[src/rtl/multiplier_seq_24x24_pkg.sv]
// Shared constants and FSM state type for the sequential 24x24 shift-add multiplier.
// CNT_W must satisfy 2**CNT_W > WIDTH so the counter can hold the iteration count.
package multiplier_seq_24x24_pkg;

    localparam int unsigned WIDTH  = 24;
    localparam int unsigned PROD_W = 2 * WIDTH;
    localparam int unsigned CNT_W  = 5;

    typedef enum logic [1:0] {
        StIdle = 2'b00,
        StRun  = 2'b01,
        StDone = 2'b10
    } state_e;

endpackage

[src/rtl/multiplier_seq_datapath.sv]
// Radix-2 shift-add datapath: operand latch, accumulator, conditional add/shift and sign fix-up.
// Signed operation is compiled in only when MULTIPLIER_SIGNED_EN is defined.
module multiplier_seq_datapath
    import multiplier_seq_24x24_pkg::*;
#(
    parameter int unsigned WIDTH = multiplier_seq_24x24_pkg::WIDTH
) (
    input  logic               clk_i,
    input  logic               rst_i,
    input  logic               load_i,
    input  logic               step_i,
    input  logic [WIDTH-1:0]   a_i,
    input  logic [WIDTH-1:0]   b_i,
`ifdef MULTIPLIER_SIGNED_EN
    input  logic               signed_i,
`endif
    output logic [2*WIDTH-1:0] result_o
);

    logic [WIDTH-1:0]   mcand_q;
    logic [2*WIDTH:0]   acc_q;
    logic [2*WIDTH:0]   acc_d;
    logic [WIDTH:0]     sum;
    logic [WIDTH-1:0]   a_load;
    logic [WIDTH-1:0]   b_load;

`ifdef MULTIPLIER_SIGNED_EN
    logic neg_q;
    logic neg_d;

    // Magnitudes are taken on load; -2**(WIDTH-1) maps onto itself, which is its magnitude.
    always_comb begin
        a_load = (signed_i && a_i[WIDTH-1]) ? -a_i : a_i;
        b_load = (signed_i && b_i[WIDTH-1]) ? -b_i : b_i;
        neg_d  = signed_i && (a_i[WIDTH-1] ^ b_i[WIDTH-1]);
    end

    always_ff @(posedge clk_i) begin
        if (rst_i) begin
            neg_q <= 1'b0;
        end else if (load_i) begin
            neg_q <= neg_d;
        end
    end

    assign result_o = neg_q ? -acc_q[2*WIDTH-1:0] : acc_q[2*WIDTH-1:0];
`else
    always_comb begin
        a_load = a_i;
        b_load = b_i;
    end

    assign result_o = acc_q[2*WIDTH-1:0];
`endif

    // Upper half plus carry bit absorbs the add; the multiplier lives in the lower half.
    always_comb begin
        sum = acc_q[2*WIDTH:WIDTH];
        if (acc_q[0]) begin
            sum = acc_q[2*WIDTH:WIDTH] + {1'b0, mcand_q};
        end
        acc_d = {sum, acc_q[WIDTH-1:0]} >> 1;
    end

    always_ff @(posedge clk_i) begin
        if (rst_i) begin
            mcand_q <= '0;
            acc_q   <= '0;
        end else if (load_i) begin
            mcand_q <= a_load;
            acc_q   <= {{(WIDTH + 1){1'b0}}, b_load};
        end else if (step_i) begin
            acc_q   <= acc_d;
        end
    end

endmodule

[src/rtl/multiplier_seq_24x24.sv]
// Sequential 24x24 multiplier top: Start/Busy/Done FSM, iteration counter and held product.
// Define MULTIPLIER_SIGNED_EN to add the Signed input for two's-complement operation.
module multiplier_seq_24x24
    import multiplier_seq_24x24_pkg::*;
#(
    parameter int unsigned WIDTH = multiplier_seq_24x24_pkg::WIDTH,
    parameter int unsigned CNT_W = multiplier_seq_24x24_pkg::CNT_W
) (
    input  logic               Clock,
    input  logic               Reset,
    input  logic               Start,
`ifdef MULTIPLIER_SIGNED_EN
    input  logic               Signed,
`endif
    input  logic [WIDTH-1:0]   HyrjaA,
    input  logic [WIDTH-1:0]   HyrjaB,
    output logic               Busy,
    output logic               Done,
    output logic [2*WIDTH-1:0] Produkti
);

    state_e               state_q;
    logic [CNT_W-1:0]     cnt_q;
    logic                 load;
    logic                 step;
    logic [2*WIDTH-1:0]   result;

    assign load = Start && (state_q != StRun);
    assign step = (state_q == StRun) && (cnt_q != '0);

    multiplier_seq_datapath #(
        .WIDTH    (WIDTH)
    ) u_datapath (
        .clk_i    (Clock),
        .rst_i    (Reset),
        .load_i   (load),
        .step_i   (step),
        .a_i      (HyrjaA),
        .b_i      (HyrjaB),
`ifdef MULTIPLIER_SIGNED_EN
        .signed_i (Signed),
`endif
        .result_o (result)
    );

    // Busy drops with the last iteration; the following RUN cycle commits the product.
    always_ff @(posedge Clock) begin
        if (Reset) begin
            state_q  <= StIdle;
            cnt_q    <= '0;
            Busy     <= 1'b0;
            Done     <= 1'b0;
            Produkti <= '0;
        end else begin
            Done <= 1'b0;
            unique case (state_q)
                StIdle, StDone: begin
                    if (Start) begin
                        state_q <= StRun;
                        cnt_q   <= CNT_W'(WIDTH);
                        Busy    <= 1'b1;
                    end else begin
                        state_q <= StIdle;
                    end
                end
                StRun: begin
                    if (cnt_q != '0) begin
                        cnt_q <= cnt_q - 1'b1;
                        if (cnt_q == CNT_W'(1)) begin
                            Busy <= 1'b0;
                        end
                    end else begin
                        state_q  <= StDone;
                        Done     <= 1'b1;
                        Produkti <= result;
                    end
                end
                default: begin
                    state_q <= StIdle;
                    Busy    <= 1'b0;
                end
            endcase
        end
    end

endmodule
[config.mk]
export PLATFORM = sky130hd
export DESIGN_NAME = multiplier_seq_24x24
export DESIGN_NICKNAME = d
export VERILOG_FILES = /design/src/rtl/multiplier_seq_24x24_pkg.sv /design/src/rtl/multiplier_seq_datapath.sv /design/src/rtl/multiplier_seq_24x24.sv
export SDC_FILE = /design/constraint.sdc
export NUM_CORES = 1
export LEC_CHECK = 0
export CORE_AREA = 2 2 120 122
export CTS_BUF_LIST = sky130_fd_sc_hd__clkbuf_16
export DETAILED_ROUTE_END_ITERATION = 8
export DIE_AREA = 0 0 122 124
export PLACE_DENSITY = 0.71
export SLEW_MARGIN = 25
export SYNTH_ARGS = -nofsm -noshare
export SYNTH_HDL_FRONTEND = slang
export SYNTH_SLANG_ARGS = --single-unit
export TNS_END_PERCENT = 100
[constraint.sdc]
create_clock -name Clock -period 2.7 [get_ports Clock]
set_input_delay 0.27 -clock Clock [delete_from_list [all_inputs] [get_ports Clock]]
set_output_delay 0.27 -clock Clock [all_outputs]
set_load 0.005 [all_outputs]
==> qor.log <==
[clock_tree] cts bufs inserted 17
[worst_setup_path] Crit Path Class flop to flop
[placed_design] post-detail-place hpwl 10700 um
[synth] number of flip-flops and latches in the synthesized netlist 129
[timing] f_max 0.391 GHz
[clock_tree] Clock H-tree levels 4
[synth] Net Count, Synth 845
[synth] average instance area after synthesis 7.96 um2
[drt] initial DRC count 471
[synth] synthesized-area fraction occupied by ao, oa, aoi and oai cells 25.1%
[drt] number of vias in the routed layout 5640
[synth] number of instances in the synthesized netlist 766
[timing] setup TNS after final layout 0 ns
[worst_setup_path] Largest delay share family, worst path compound AO/OA/AOI/OAI gates
[drt] drt first pass iters 5
[synth] main combinational cell family by area after synthesis compound AO/OA/AOI/OAI gates
[global_route] antenna violations before repair 0
[worst_setup_path] slowest CP cell fa_1
[finish] utilization after layout 57.5%
[synth] Post-Synth Simple-Gate Area 18.4%
[global_route] GRT Util Overall 21.1%
[worst_setup_path] CP bufs+invs 0
[floorplanning] initial cell density of the core 44.5%
[global_route] final global-route overflow total 0
[worst_setup_path] CP cell instances ha_1 > fa_1 > a211oi_2 > o21ai_1 > a31o_1 > o211ai_2 > a31oi_1 > mux2_1 > a31oi_1
[synth] Post-synth EDFFs 0
[floorplanning] I/O pin count 101
[power] pwr/cell area 661 nW/um2
[floorplanning] Placeable Area 13700 um2
[outcome] status finished clean
[worst_setup_path] worst path arrival time 2.91 ns
[run] max capacitance violation total 0
[worst_setup_path] most numerous cell on the critical path a31oi_1
[drt] count of unresolved DRC violations after routing 0
[finish] net count of the finished layout 931
[timing] pin slew with the least headroom to its limit 0.802 ns
[synth] share of synthesized cell area in full adder, half adder and majority cells 5.87%
[finish] ratio of cells with drive above 1 in the final layout 6.72%
[worst_setup_path] Crit path required time 3.05 ns
[global_route] number of global-route vias before repair 5126
[finish] area delta synth->final 29.4%
[finish] area of combinational cells with multiple inputs 3320 um2
[min_path] worst min-delay path class primary input to flop
[clock_tree] setup bufs post-CTS 0
[drt] Post-DRT Antenna Nets 0
[placed_design] IO Port Bufs 100
[global_route] largest net degree at the start of global routing 81
[synth] Synth Warn # 0
[worst_setup_path] Worst Setup End Kind flop
[synth] Yosys cell types 54
[finish] Sequential Area 2580 um2
[worst_setup_path] Startpoint Class flop
[clock_tree] CTS tree built
[clock_tree] Reg clk slew, reported paths 0.06 ns
[drt] Routed Wire Length 15500 um
[worst_setup_path] flop-to-flop setup slack 0.14 ns
[power] leakage component of the power 0.00297 uW
[floorplanning] Chip Height 124 um
[timing] Min Clock Period, post-route 2.56 ns
[synth] Post-synth top flop dfxtp_1
[timing] final-report max-slew violation count 0
[synth] sequential share of the synthesized area 42.3%
[synth] XOR/XNOR Fraction of Synth Area 2.87%
[timing] final hold violation count 0
[clock_tree] number of resized instances in the post-cts repair step 0
[timing] final setup vio count 0
[timing] normalized max-slew margin 46.6%
[worst_setup_path] CP max FO 4
[drt] via count normalized by instance count 5.41
[synth] synthesized cell area 6100 um2
[floorplanning] cell row count 43
[clock_tree] number of buffers inserted for hold repair after clock tree synthesis 0
[timing] Post-Route Skew 0.00979 ns
[clock_tree] Root Driver clkbuf_16
[clock_tree] number of sinks handled by clock tree synthesis 129
[global_route] global-route wire length before repair 25100 um
[finish] total of fill cells in the finished design 1300
[floorplanning] x dimension of the die 122 um
[timing] Period Utilization, post-route 94.6%
[power] maximum vdd drop 0.000443 V
[worst_setup_path] biggest cell delay along the critical path 0.44 ns
[drt] routed len/inst 14.8 um
[clock_tree] Clock Latency Late Sink 0.42 ns
[finish] final antenna diode count 0
[floorplanning] area of the die 15100 um2
[synth] share of async-settable or async-resettable flops after synthesis 0%
[placed_design] routability cong. 0.898
[clock_tree] Longest Clk Path Bufs 2
[timing] setup repair after global routing missed its margin false
[synth] multiplexer share of the synthesized area 1.83%
[cell type report]
type | count | area share [%]
Clock buffer | 17 | 5.39
Sequential cell | 129 | 32.7
Clock inverter | 13 | 2.46
Inverter | 6 | 0.285
Multi-Input combinational cell | 581 | 42.0
Timing Repair Buffer | 117 | 14.3
Tap cell | 180 | 2.85
[synth_stat cells, drive strengths merged, types with 5 or more instances]
| cell type | number | area share, % |
|---|---|---|
| a211oi | 11 | 1.4 |
| a21oi | 134 | 11 |
| nor2 | 27 | 1.7 |
| xnor2 | 11 | 1.6 |
| buf | 11 | 0.86 |
| inv | 6 | 0.37 |
| mux2i | 10 | 1.6 |
| a21o | 12 | 1.5 |
| nand2b | 7 | 0.72 |
| dfxtp | 129 | 42 |
| nand3 | 6 | 0.49 |
| xor2 | 9 | 1.3 |
| a31oi | 10 | 1.0 |
| nor3b | 5 | 0.62 |
| a22oi | 24 | 3.0 |
| o21ai | 31 | 2.6 |
| nand2 | 193 | 12 |
| nor3 | 10 | 0.82 |
| clkbuf | 39 | 2.4 |
| o211ai | 6 | 0.82 |
| o21a | 5 | 0.64 |
| ha | 27 | 5.5 |
[where the power goes]
| part | switching [uW] | total [uW] | internal, uW |
|---|---|---|---|
| registers | 74.9 | 2080 | 2000 |
| logic | 412 | 698 | 287 |
| clock network | 826 | 2440 | 1610 |
| total | 1310 | 5210 | 3900 |
[final timing paths]
| check | start | end | cells past startpoint |
|---|---|---|---|
| setup / recovery | u_datapath.acc_q[24] | u_datapath.acc_q[43] | 9 |
| hold / removal | Reset | cnt_q[1] | 2 |
| setup reg to reg | u_datapath.acc_q[24] | u_datapath.acc_q[43] | 9 |
| hold reg to reg | Produkti[20] | Produkti[20] | 2 |
[through the flow]
step | area, um2 | hold slack [ns] | worst slack (ns) | cells | total power [uW]
final | 7890 | 0.217 | 0.145 | 1043 | 5210
after global routing | 7890 | 0.225 | 0.00794 | 1043 | 5440
after CTS | 7890 | 0.207 | 0.137 | 1043 | 5250
after detailed placement | 7270 | 0.446 | 0.157 | 1013 | 2810
after global placement | 7270 | 0.442 | 0.224 | 1013 | 2800
after floorplan | 6100 | 0.406 | 0.373 | 766 | 2540
[logic make-up after synthesis]
group	Yosys count
DFF	129
and+or+nand+nor	268
adders and majority gates	28
AOI/OAI and AO/OA	254
muxes	11
buffers and inverters	56
xor gates and xnor gates	20
[state kept, by name, indices dropped and copies added (netlist names)]
register / cells
Produkti: 48
u_datapath.acc_q: 48
u_datapath.mcand_q: 24
cnt_q: 5
state_q: 2
Busy: 1
Done: 1
[cells in the final DEF (no fill, tap or decap), types with 7 or more instances in the layout]
cell type        count
a21oi_1            131
o21ai_0             26
dfxtp_1            129
nor2_1              26
a31oi_1             10
inv_1                8
xor2_1               9
xnor2_1             11
a22oi_1             24
mux2i_1             10
buf_4               18
nand2b_1             7
clkbuf_16           17
a21o_1              11
nor3_1              10
a211oi_1            10
clkdlybuf4s50_1     99
nand2_1            193
ha_1                27
[layer usage]
| layer | GRT usage, % | wire (um) | share of wire, % | up-vias |
|---|---|---|---|---|
| li1 | - | - | - | 2866 |
| met1 | 29.0 | 7360 | 48 | 2607 |
| met2 | 32.2 | 7020 | 45 | 150 |
| met3 | 5.17 | 853 | 5.5 | 17 |
| met4 | 7.61 | 241 | 1.6 | 0 |
| met5 | 0 | 0 | 0 | - |
Power figures use the tool's default switching activity.
